===== config.mk =====
export PLATFORM = sky130hd
export DESIGN_NAME = dcache_multi_hart_bridge
export DESIGN_NICKNAME = d
export VERILOG_FILES = /design/src/rtl/dcache_multi_hart_bridge_pkg.sv /design/src/rtl/dcache_multi_hart_bridge_tag_fifo.sv /design/src/rtl/dcache_multi_hart_bridge.sv
export SDC_FILE = /design/constraint.sdc
export NUM_CORES = 1
export LEC_CHECK = 0
export ABC_CLOCK_PERIOD_IN_PS = 5500
export BUFFER_PORTS_ARGS = -buffer_cell sky130_fd_sc_hd__clkbuf_2
export CORE_AREA = 2 2 353 355
export CTS_CLUSTER_DIAMETER = 40
export DETAILED_ROUTE_END_ITERATION = 12
export DIE_AREA = 0 0 355 357
export REMOVE_ABC_BUFFERS = 1
export SETUP_SLACK_MARGIN = 0.05
export SYNTH_ARGS = -nofsm -noshare
export SYNTH_HDL_FRONTEND = slang
export SYNTH_HIERARCHICAL = 1
export SYNTH_SLANG_ARGS = --single-unit

===== constraint.sdc =====
create_clock -name clk_i -period 5.5 [get_ports clk_i]
set_input_delay 0 -clock clk_i [delete_from_list [all_inputs] [get_ports clk_i]]
set_output_delay 0 -clock clk_i [all_outputs]
set_load 0.005 [all_outputs]

===== src/rtl/dcache_multi_hart_bridge_pkg.sv =====
// Shared types for the multi-hart dcache bridge: request payload, memory op
// encoding, exception payload and the hart index width helper.
package muntjac_bridge_pkg;

    typedef enum logic [2:0] {
        MEM_LOAD  = 3'd0,
        MEM_STORE = 3'd1,
        MEM_LR    = 3'd2,
        MEM_SC    = 3'd3,
        MEM_AMO   = 3'd4
    } mem_op_e;

    typedef struct packed {
        logic [3:0]  cause;
        logic [63:0] tval;
    } exception_t;

    typedef struct packed {
        logic [63:0] address;
        logic [63:0] value;
        mem_op_e     op;
        logic [1:0]  size;
        logic        is_unsigned;
        logic [6:0]  amo;
        logic        prv;
        logic        sum;
        logic        mxr;
        logic [63:0] atp;
    } dcache_bridge_req_t;

    // A single hart still needs a one-bit index so ports never collapse to zero width.
    function automatic int hart_idx_width(input int num_harts);
        return (num_harts > 1) ? $clog2(num_harts) : 1;
    endfunction

endpackage


===== src/rtl/dcache_multi_hart_bridge_tag_fifo.sv =====
// In-order tag FIFO remembering which hart issued each outstanding request.
// DEPTH must be a power of two so the pointers wrap naturally.
module bridge_tag_fifo #(
    parameter int DEPTH = 4,
    parameter int WIDTH = 1,
    localparam int PTR_W = $clog2(DEPTH),
    localparam int CNT_W = $clog2(DEPTH + 1)
) (
    input  logic             i_clk,
    input  logic             i_rst,
    input  logic             i_push,
    input  logic [WIDTH-1:0] i_data,
    input  logic             i_pop,
    output logic [WIDTH-1:0] o_data,
    output logic             o_full,
    output logic             o_empty,
    output logic [CNT_W-1:0] o_count
);

    logic [WIDTH-1:0] r_mem [DEPTH];
    logic [PTR_W-1:0] r_wr_ptr;
    logic [PTR_W-1:0] r_rd_ptr;
    logic [CNT_W-1:0] r_count;
    logic             w_do_push;
    logic             w_do_pop;

    assign o_full    = (r_count == CNT_W'(DEPTH));
    assign o_empty   = (r_count == '0);
    assign o_count   = r_count;
    assign o_data    = r_mem[r_rd_ptr];
    assign w_do_pop  = i_pop && !o_empty;
    assign w_do_push = i_push && (!o_full || w_do_pop);

    // Storage is write-only on push; contents are don't-care until pushed.
    always_ff @(posedge i_clk) begin
        if (w_do_push) begin
            r_mem[r_wr_ptr] <= i_data;
        end
    end

    // Pointers and count; simultaneous push and pop leaves the count unchanged.
    always_ff @(posedge i_clk) begin
        if (i_rst) begin
            r_wr_ptr <= '0;
            r_rd_ptr <= '0;
            r_count  <= '0;
        end else begin
            if (w_do_push) begin
                r_wr_ptr <= r_wr_ptr + PTR_W'(1);
            end
            if (w_do_pop) begin
                r_rd_ptr <= r_rd_ptr + PTR_W'(1);
            end
            if (w_do_push && !w_do_pop) begin
                r_count <= r_count + CNT_W'(1);
            end else if (w_do_pop && !w_do_push) begin
                r_count <= r_count - CNT_W'(1);
            end
        end
    end

endmodule


===== src/rtl/dcache_multi_hart_bridge.sv =====
// Merges NUM_HARTS dcache request channels onto one harness memory port with
// round-robin arbitration and a registered request stage, and routes in-order
// completions back to the issuing hart.
// Optional: define MUNTJAC_BRIDGE_PERF_EN to add per-hart accepted-request
// counters on perf_req_count_o.
module dcache_multi_hart_bridge
    import muntjac_bridge_pkg::*;
#(
    parameter int NUM_HARTS       = 2,
    parameter int MAX_OUTSTANDING = 4,
    localparam int HART_W = hart_idx_width(NUM_HARTS),
    localparam int OCC_W  = $clog2(MAX_OUTSTANDING + 1)
) (
    input  logic                                  clk_i,
    input  logic                                  rst_i,
    input  logic [NUM_HARTS-1:0]                  h_req_valid_i,
    output logic [NUM_HARTS-1:0]                  h_req_ready_o,
    input  dcache_bridge_req_t [NUM_HARTS-1:0]    h_req_i,
    output logic [NUM_HARTS-1:0]                  h_resp_valid_o,
    output logic [NUM_HARTS-1:0]                  h_ex_valid_o,
    output logic [63:0]                           h_resp_value_o,
    output exception_t                            h_ex_exception_o,
    output logic                                  mem_req_valid_o,
    input  logic                                  mem_req_ready_i,
    output dcache_bridge_req_t                    mem_req_o,
    output logic [HART_W-1:0]                     mem_req_hart_o,
    input  logic                                  mem_resp_valid_i,
    input  logic [63:0]                           mem_resp_value_i,
    input  logic                                  mem_ex_valid_i,
    input  exception_t                            mem_ex_exception_i,
    output logic [OCC_W-1:0]                      occupancy_o,
    output logic                                  err_spurious_o
`ifdef MUNTJAC_BRIDGE_PERF_EN
    ,
    output logic [NUM_HARTS-1:0][31:0]            perf_req_count_o
`endif
);

    logic [HART_W-1:0]  r_ptr;
    logic               r_stage_valid;
    dcache_bridge_req_t r_stage_req;
    logic [HART_W-1:0]  r_stage_hart;
    logic               r_err_spurious;

    logic [HART_W-1:0]  w_grant;
    logic [HART_W-1:0]  w_idx;
    logic               w_found;
    logic               w_can_accept;
    logic               w_accept;
    logic               w_completion;
    logic               w_pop;
    logic [HART_W-1:0]  w_head;
    logic               w_fifo_full;
    logic               w_fifo_empty;
    logic [OCC_W-1:0]   w_count;

    assign w_completion = mem_resp_valid_i || mem_ex_valid_i;
    assign w_pop        = w_completion && !w_fifo_empty;
    assign w_can_accept = (!r_stage_valid || mem_req_ready_i)
                          && ((w_count < OCC_W'(MAX_OUTSTANDING)) || w_pop);
    assign w_accept     = h_req_valid_i[w_grant] && w_can_accept;

    // Round-robin search: first valid hart at or after the pointer wins; if none
    // is valid the grant parks on the pointer.
    always_comb begin
        w_grant = r_ptr;
        w_found = 1'b0;
        w_idx   = '0;
        for (int i = 0; i < NUM_HARTS; i++) begin
            w_idx = HART_W'((int'(r_ptr) + i) % NUM_HARTS);
            if (!w_found && h_req_valid_i[w_idx]) begin
                w_grant = w_idx;
                w_found = 1'b1;
            end
        end
    end

    // Only the granted hart sees ready, and only when a slot and the stage are free.
    always_comb begin
        h_req_ready_o          = '0;
        h_req_ready_o[w_grant] = w_can_accept;
    end

    // Arbitration pointer advances past the winner only when a request is accepted.
    always_ff @(posedge clk_i) begin
        if (rst_i) begin
            r_ptr <= '0;
        end else if (w_accept) begin
            r_ptr <= HART_W'((int'(w_grant) + 1) % NUM_HARTS);
        end
    end

    // Request stage: load on accept, hold while the harness stalls, empty on handshake.
    always_ff @(posedge clk_i) begin
        if (rst_i) begin
            r_stage_valid <= 1'b0;
            r_stage_req   <= '0;
            r_stage_hart  <= '0;
        end else if (w_accept) begin
            r_stage_valid <= 1'b1;
            r_stage_req   <= h_req_i[w_grant];
            r_stage_hart  <= w_grant;
        end else if (r_stage_valid && mem_req_ready_i) begin
            r_stage_valid <= 1'b0;
        end
    end

    assign mem_req_valid_o = r_stage_valid;
    assign mem_req_o       = r_stage_req;
    assign mem_req_hart_o  = r_stage_hart;

    bridge_tag_fifo #(
        .DEPTH (MAX_OUTSTANDING),
        .WIDTH (HART_W)
    ) u_tag_fifo (
        .i_clk   (clk_i),
        .i_rst   (rst_i),
        .i_push  (w_accept),
        .i_data  (w_grant),
        .i_pop   (w_pop),
        .o_data  (w_head),
        .o_full  (w_fifo_full),
        .o_empty (w_fifo_empty),
        .o_count (w_count)
    );

    assign occupancy_o = w_count;

    // Completion routing to the oldest outstanding hart; exception beats response.
    always_comb begin
        h_resp_valid_o = '0;
        h_ex_valid_o   = '0;
        if (!w_fifo_empty) begin
            h_resp_valid_o[w_head] = mem_resp_valid_i && !mem_ex_valid_i;
            h_ex_valid_o[w_head]   = mem_ex_valid_i;
        end
    end

    assign h_resp_value_o   = mem_resp_value_i;
    assign h_ex_exception_o = mem_ex_exception_i;

    // Sticky flag for a completion that arrives with nothing outstanding.
    always_ff @(posedge clk_i) begin
        if (rst_i) begin
            r_err_spurious <= 1'b0;
        end else if (w_completion && w_fifo_empty) begin
            r_err_spurious <= 1'b1;
        end
    end

    assign err_spurious_o = r_err_spurious;

`ifdef MUNTJAC_BRIDGE_PERF_EN
    logic [NUM_HARTS-1:0][31:0] r_perf_count;

    // Per-hart accepted-request counters, saturating at all-ones.
    always_ff @(posedge clk_i) begin
        if (rst_i) begin
            r_perf_count <= '0;
        end else begin
            for (int g = 0; g < NUM_HARTS; g++) begin
                if (w_accept && (w_grant == HART_W'(g)) && (r_perf_count[g] != 32'hFFFF_FFFF)) begin
                    r_perf_count[g] <= r_perf_count[g] + 32'd1;
                end
            end
        end
    end

    assign perf_req_count_o = r_perf_count;
`endif

endmodule


After elaboration in Yosys (flattened, before gate mapping)
Memories as Yosys holds them, arrays and structs flattened. A register that Yosys moved wholly into a read port is not among the register bits.
Index checks and enable logic that the tools add are counted.
{"block": "totals", "regBits": 219, "ramBits": 4, "input_bits": 555, "output_inout_bits": 352, "word_cells": 86, "n_memories": 1}
{"memory": "u_tag_fifo.r_mem", "depth": 4, "word_bits": 1, "read_ports": 1, "rd_ports_with_merged_regs": 1, "write_ports": 1, "line": "dcache_multi_hart_bridge_tag_fifo.sv:20", "rtl": "logic [WIDTH-1:0] r_mem [DEPTH];"}
{"block": "op_classes", "add_sub_neg": 6, "n_lt_le_gt_ge": 7, "eq_ne": 1, "n_mux": 24, "bitwise_logic": 3, "n_reduce_logical": 27}
{"op": "$mux W208", "n": 2}
{"op": "$mux W1", "n": 14}
{"op": "$logic_and A1 B1 Y1", "n": 13}
{"op": "$lt A1 B2 Y1 const B", "n": 4}
{"op": "$mux W2", "n": 4}
{"op": "$logic_not A1 Y1", "n": 7}
{"op": "$and A2 B2 Y2", "n": 3}
{"op": "$mux W3", "n": 2}
{"op": "$add A2 B1 Y2 const B", "n": 2}
{"op": "$logic_or A1 B1 Y1", "n": 4}
{"op": "$reduce_bool A2 Y1", "n": 2}
{"op": "$add A3 B1 Y3 const B", "n": 1}
{"op": "$eq A3 B3 Y1 const B", "n": 1}
{"op": "$logic_not A3 Y1", "n": 1}
{"op": "$lt A3 B3 Y1 const B", "n": 1}
{"op": "$sub A3 B1 Y3 const B", "n": 1}
{"op": "$add A1 B1 Y1 const B", "n": 2}
{"op": "$demux W1 S1", "n": 2}
{"op": "$ge A1 B1 Y1 const B", "n": 2}

Logic depth before layout (Yosys ltp)
{"block": "logic_depth", "ltp_word": 14, "mapped_depth": 12, "depth_no_buf": 10}

Modules after synthesis
The synthesis kept the hierarchy.
{"module": "dcache_multi_hart_bridge", "n_inst": 1, "cells_each": 1160, "area_per_inst_um2": 11204.5, "seq_area_each_um2": 4244.1}
{"module": "bridge_tag_fifo", "n_inst": 1, "cells_each": 53, "area_per_inst_um2": 621.8, "seq_area_each_um2": 300.3}

Worst setup path after synthesis
No wires, ideal clock.
{"block": "synth_timing", "path_kind": "flip-flop to flip-flop", "startpoint": "register u_tag_fifo.r_count[0], in the netlist u_tag_fifo/o_count[0]", "endpoint": "register u_tag_fifo.r_count[2], in the netlist u_tag_fifo/o_count[2]", "setup_ns": 0.070, "arrival_time_ns": 2.949, "required_ns": 5.430, "setup_slack_ns": 2.481, "stages_incl_launch_ff": 13, "path_buffers": 2, "period_less_slack_ns": 3.019, "cell_sequence": "dfxtp_1 nor3_1 and2_1 nor4_1 buf_2 buf_2 a21boi_2 ha_1 inv_1 fa_1 xor2_1 or3_1 a21oi_1"}
{"block": "synth_via", "elab_chain_cells": 10, "elab_cells_between_ends": 21, "cone_classes": "add/sub: 2; order compare: 1; eq/ne: 1; mux: 2; reduce/logical: 15"}
{"item": "from (decl)", "line": "dcache_multi_hart_bridge_tag_fifo.sv:23", "rtl": "logic [CNT_W-1:0] r_count;"}
{"item": "from (signal assigned)", "line": "dcache_multi_hart_bridge_tag_fifo.sv:55", "rtl": "r_count <= r_count + CNT_W'(1);"}
{"item": "from (signal assigned)", "line": "dcache_multi_hart_bridge_tag_fifo.sv:57", "rtl": "r_count <= r_count - CNT_W'(1);"}
{"item": "$logic_not A3 Y1 *", "line": "dcache_multi_hart_bridge_tag_fifo.sv:28", "rtl": "assign o_empty = (r_count == '0);"}
{"item": "net w_fifo_empty", "line": "dcache_multi_hart_bridge.sv:54", "rtl": "logic w_fifo_empty;"}
{"item": "$logic_not A1 Y1 *", "line": "dcache_multi_hart_bridge.sv:58", "rtl": "assign w_pop = w_completion && !w_fifo_empty;"}
{"item": "$logic_and A1 B1 Y1 *", "line": "dcache_multi_hart_bridge.sv:58"}
{"item": "$logic_or A1 B1 Y1 *", "line": "dcache_multi_hart_bridge.sv:60", "rtl": "&& ((w_count < OCC_W'(MAX_OUTSTANDING)) || w_pop);"}
{"item": "$logic_and A1 B1 Y1 *", "line": "dcache_multi_hart_bridge.sv:60"}
{"item": "$logic_and A1 B1 Y1 *", "line": "dcache_multi_hart_bridge.sv:61", "rtl": "assign w_accept = h_req_valid_i[w_grant] && w_can_accept;"}
{"item": "net w_accept", "line": "dcache_multi_hart_bridge.sv:49", "rtl": "logic w_accept;"}
{"item": "$logic_and A1 B1 Y1 *", "line": "dcache_multi_hart_bridge_tag_fifo.sv:32", "rtl": "assign w_do_push = i_push && (!o_full || w_do_pop);"}
{"item": "net u_tag_fifo.w_do_push", "line": "dcache_multi_hart_bridge_tag_fifo.sv:24", "rtl": "logic w_do_push;"}
{"item": "$logic_not A1 Y1", "line": "dcache_multi_hart_bridge_tag_fifo.sv:56", "rtl": "end else if (w_do_pop && !w_do_push) begin"}
{"item": "$logic_and A1 B1 Y1", "line": "dcache_multi_hart_bridge_tag_fifo.sv:56"}
{"item": "$reduce_bool A2 Y1 (no line)"}
Mark *: on every way through the listed nets, which the timed path passes. The rest lies on a longest branch. The select of a mux whose other input is x is not followed.
A chain may end at the register's enable or synchronous reset.

Worst setup path in the final report
{"block": "layout_timing", "startpoint": "register u_tag_fifo.r_count[1], in the netlist u_tag_fifo/o_count[1]", "endpoint": "register r_stage_req (netlist bit mem_req_o[144])"}
{"block": "layout_via", "elab_chain_cells": 6, "elab_cells_between_ends": 7, "cone_classes": "order compare: 1; reduce/logical: 6"}
{"item": "$logic_not A3 Y1", "line": "dcache_multi_hart_bridge_tag_fifo.sv:28"}
{"item": "net w_fifo_empty", "line": "dcache_multi_hart_bridge.sv:54"}
{"item": "$logic_not A1 Y1", "line": "dcache_multi_hart_bridge.sv:58"}
{"item": "$logic_and A1 B1 Y1", "line": "dcache_multi_hart_bridge.sv:58"}
{"item": "$logic_or A1 B1 Y1", "line": "dcache_multi_hart_bridge.sv:60"}
{"item": "$logic_and A1 B1 Y1", "line": "dcache_multi_hart_bridge.sv:60"}
{"item": "$logic_and A1 B1 Y1", "line": "dcache_multi_hart_bridge.sv:61"}
{"item": "to (signal assigned)", "line": "dcache_multi_hart_bridge.sv:101", "rtl": "r_stage_req <= h_req_i[w_grant];"}
{"item": "to (decl)", "line": "dcache_multi_hart_bridge.sv:41", "rtl": "dcache_bridge_req_t r_stage_req;"}
The timed path passes the listed nets, and every way through them passes these cells.

==> flow_metrics.tcl <==
set metrics [dict create \
    clock_latency_ps 590 \
    synth_area_leaders "dfxtp_1 (37%), a32oi_1 (15%), o32ai_1 (10%), o32ai_2 (9.9%), buf_4 (9.0%)" \
    synthFlopType "dfxtp_1" \
    crit_fanout 62 \
    placed_area_um2 15500 \
    rr_startpoint "u_tag_fifo/o_count[1]" \
    placedCellCount 3216 \
    cts.htree.levels 2 \
    grt_max_degree 106 \
    post-dp-hpwl_um 79100 \
    clk_pin_slew_ps 50 \
    track_usage_pct 15.9 \
    port_buffers 642 \
    critPathCaptureType "register" \
    yosysMostFrequentCell "dfxtp_1" \
    crit_slowest_cell "or3_4" \
    die-area_um2 127000 \
    maxCapViolations 0 \
    vias_per_cell 4.01 \
    start_kind "register" \
    fp.dieW_um 355 \
    timing.final.ws_setup_ps 1920 \
    drtPass1Iterations 5 \
    yosys.area.top_type "dfxtp_1" \
    yosysSeqAreaShare_pct 38.4 \
    grt_pass1_vias 14437 \
    period_share_pct 65.1 \
    syn_area_per_cell_um2 9.75 \
    root_buffer "clkbuf_16" \
    synth_common_cells "dfxtp_1 (221), nand2_1 (209), a32oi_1 (208)" \
    worstPathArrival_ps 4060 \
    ioPinCount 907 \
    drc 0 \
    die_y_um 357 \
    p_leak_uw 0.00824 \
    slew_viol_final 0 \
    status "completed" \
    path_class "register to register" \
    nNetsFinal 2643 \
    synth.distinct_cells 39 \
    ys_seq_elements 225 \
    path_cells "nor3_1 > and2_1 > or3_4 > buf_4 > o32ai_1 > dlygate4sd3_1" \
    rows 129 \
    synth-async-reset-ratio_pct 0 \
    synthCells 1213 \
    timing.clock.skew_ps 31.3 \
    hp-class "input port to primary output" \
    antenna_found_initial 14 \
    cts_tree "done" \
    pre_cts_ws_ps 2430 \
    ir_drop_mv 0.206 \
    cts.sinks 225 \
    drive_above_1_share_pct 38.6 \
    fin_crit_ps 3580 \
    overflow 0 \
    wl_per_cell_um 28.4 \
    cp_slowest_stage_delay_ps 770 \
    final_cells 3768 \
    initial_core_util_pct 9.62 \
    reg2reg_slack_ps 1920 \
    min_to "h_ex_exception_o[14]" \
    holdPathStages 0 \
    wirelength_um 107000 \
    fin_util_pct 17.6 \
    vias 15108 \
    rsz0062_at_grt "false" \
    final_cell_area_um2 21600 \
    gp_congestion 0.834 \
    hold_violations 0 \
    powerDensity_nw_per_um2 344 \
    fmax_mhz 279 \
    setup_viol 0 \
    ant_nets 0 \
    cp.required_ps 5980 \
    first_iter_violations 1304 \
    worstHoldStart "mem_ex_exception_i[14]" \
    syn2layout_area_growth_pct 82.6 \
    synth.top_cell.area_share_pct 37.4 \
    synth_area_um2 11800 \
    cts_buffers 43 \
    regToRegEndpoint "mem_req_o[144]" \
    yosys_warnings 6 \
    synth_edf_count 4 \
    rr_worst_depth 6 \
    slew_headroom_pct 29.7 \
    core_area_um2 123000 \
    worst_pin_slew_ps 1050 \
    grt_pass1_wl_um 135000 \
    clockBufferDepth 3 \
]
==> critical path: cells and delay by family, from the launching register on <==
family	cells	cell delay (ps)
compound gates	1	170
buf+inv	2	1170
flops	1	390
simple gates	3	1650
==> stage by stage <==
stage	setup TNS, ps	hold WS, ps	total power, µW
2_1_floorplan	-3253470	0	3120
3_3_place_gp	0	0.0346	4280
3_5_place_dp	0	0.0346	4310
4_1_cts	0	0.0346	7510
5_1_grt	0	0.0358	7790
6_report	0	0.00672	7420
==> state kept, by name (all words and copies together) (netlist names), named ones only <==
| name | cells |
|---|---|
| err_spurious_o | 1 |
| u_tag_fifo/r_rd_ptr | 2 |
| u_tag_fifo/r_mem | 4 |
| mem_req_valid_o | 1 |
| u_tag_fifo/r_wr_ptr | 2 |
| u_tag_fifo/o_count | 3 |
| r_ptr | 1 |
| mem_req_o | 208 |
| mem_req_hart_o | 1 |
==> cell type report <==
class | instances | area (µm²)
diodes | 14 | 35.0
clock buffers | 52 | 1150
clock inverters | 28 | 324
fillers | 13591 | 101000
inverters | 8 | 37.5
multi-input cells | 684 | 5460
flip-flops and latches | 225 | 4540
well taps | 1637 | 2050
repair buffers | 1120 | 7990
==> cell usage in the layout, fill, tap and decap left out, types with 4 or more instances in the layout <==
master and instances:
a32oi_1 208, and2_1 5, buf_4 18, clkbuf_1 6, clkbuf_16 44, clkbuf_2 640
clkinv_4 5, clkinvlp_4 4, dfxtp_1 221, diode_2 14, dlygate4sd3_1 458, edfxtp_1 4
ha_1 5, inv_1 7, inv_6 8, nand2_1 209, nor2_1 11, o32ai_1 137
o32ai_2 72, xor2_1 4
==> worst max path at each step <==
stage,to,startpoint,depth (start not counted)
after floorplan,u_tag_fifo/o_count[2],u_tag_fifo/o_count[0],10
after global placement,mem_req_o[39],u_tag_fifo/o_count[1],5
after detailed placement,mem_req_o[206],u_tag_fifo/o_count[0],6
after CTS,mem_req_o[113],u_tag_fifo/o_count[1],6
after global routing,mem_req_o[80],u_tag_fifo/o_count[1],6
final,mem_req_o[144],u_tag_fifo/o_count[1],6
==> metal layers <==
layer  vias to the layer above  wire (µm)  global-route usage, %
met3                       171      20100                   14.1
li1                       6446          -                      -
met5                         -       1690                   9.41
met2                      1244      40000                   20.6
met4                        24       3430                   5.02
met1                      7223      41600                   17.7
==> power breakdown <==
group / internal, µW / leakage [µW] / switching (µW)
Sequential: 1940 / 0.00186 / 187
Clock: 1670 / 0.000710 / 1050
Combinational: 1100 / 0.00567 / 1470
==> logic make-up after synthesis <==
logic type	share of synthesized area, %
compound gates	36.1
flops	38.4
xor+xnor	0.296
buf+inv	15.6
mux	0.455
fa+ha+maj	0.783
simple gates	8.33
==> timing repair <==
| item | 4_1_cts | 5_1_grt |
|---|---|---|
| resized for setup | 0 | 0 |
| buffers inserted | 0 | 0 |
| hold endpoints to repair | 217 | 0 |
| hold buffers | 458 | 0 |
No activity file was read; power rests on OpenSTA's default activity.
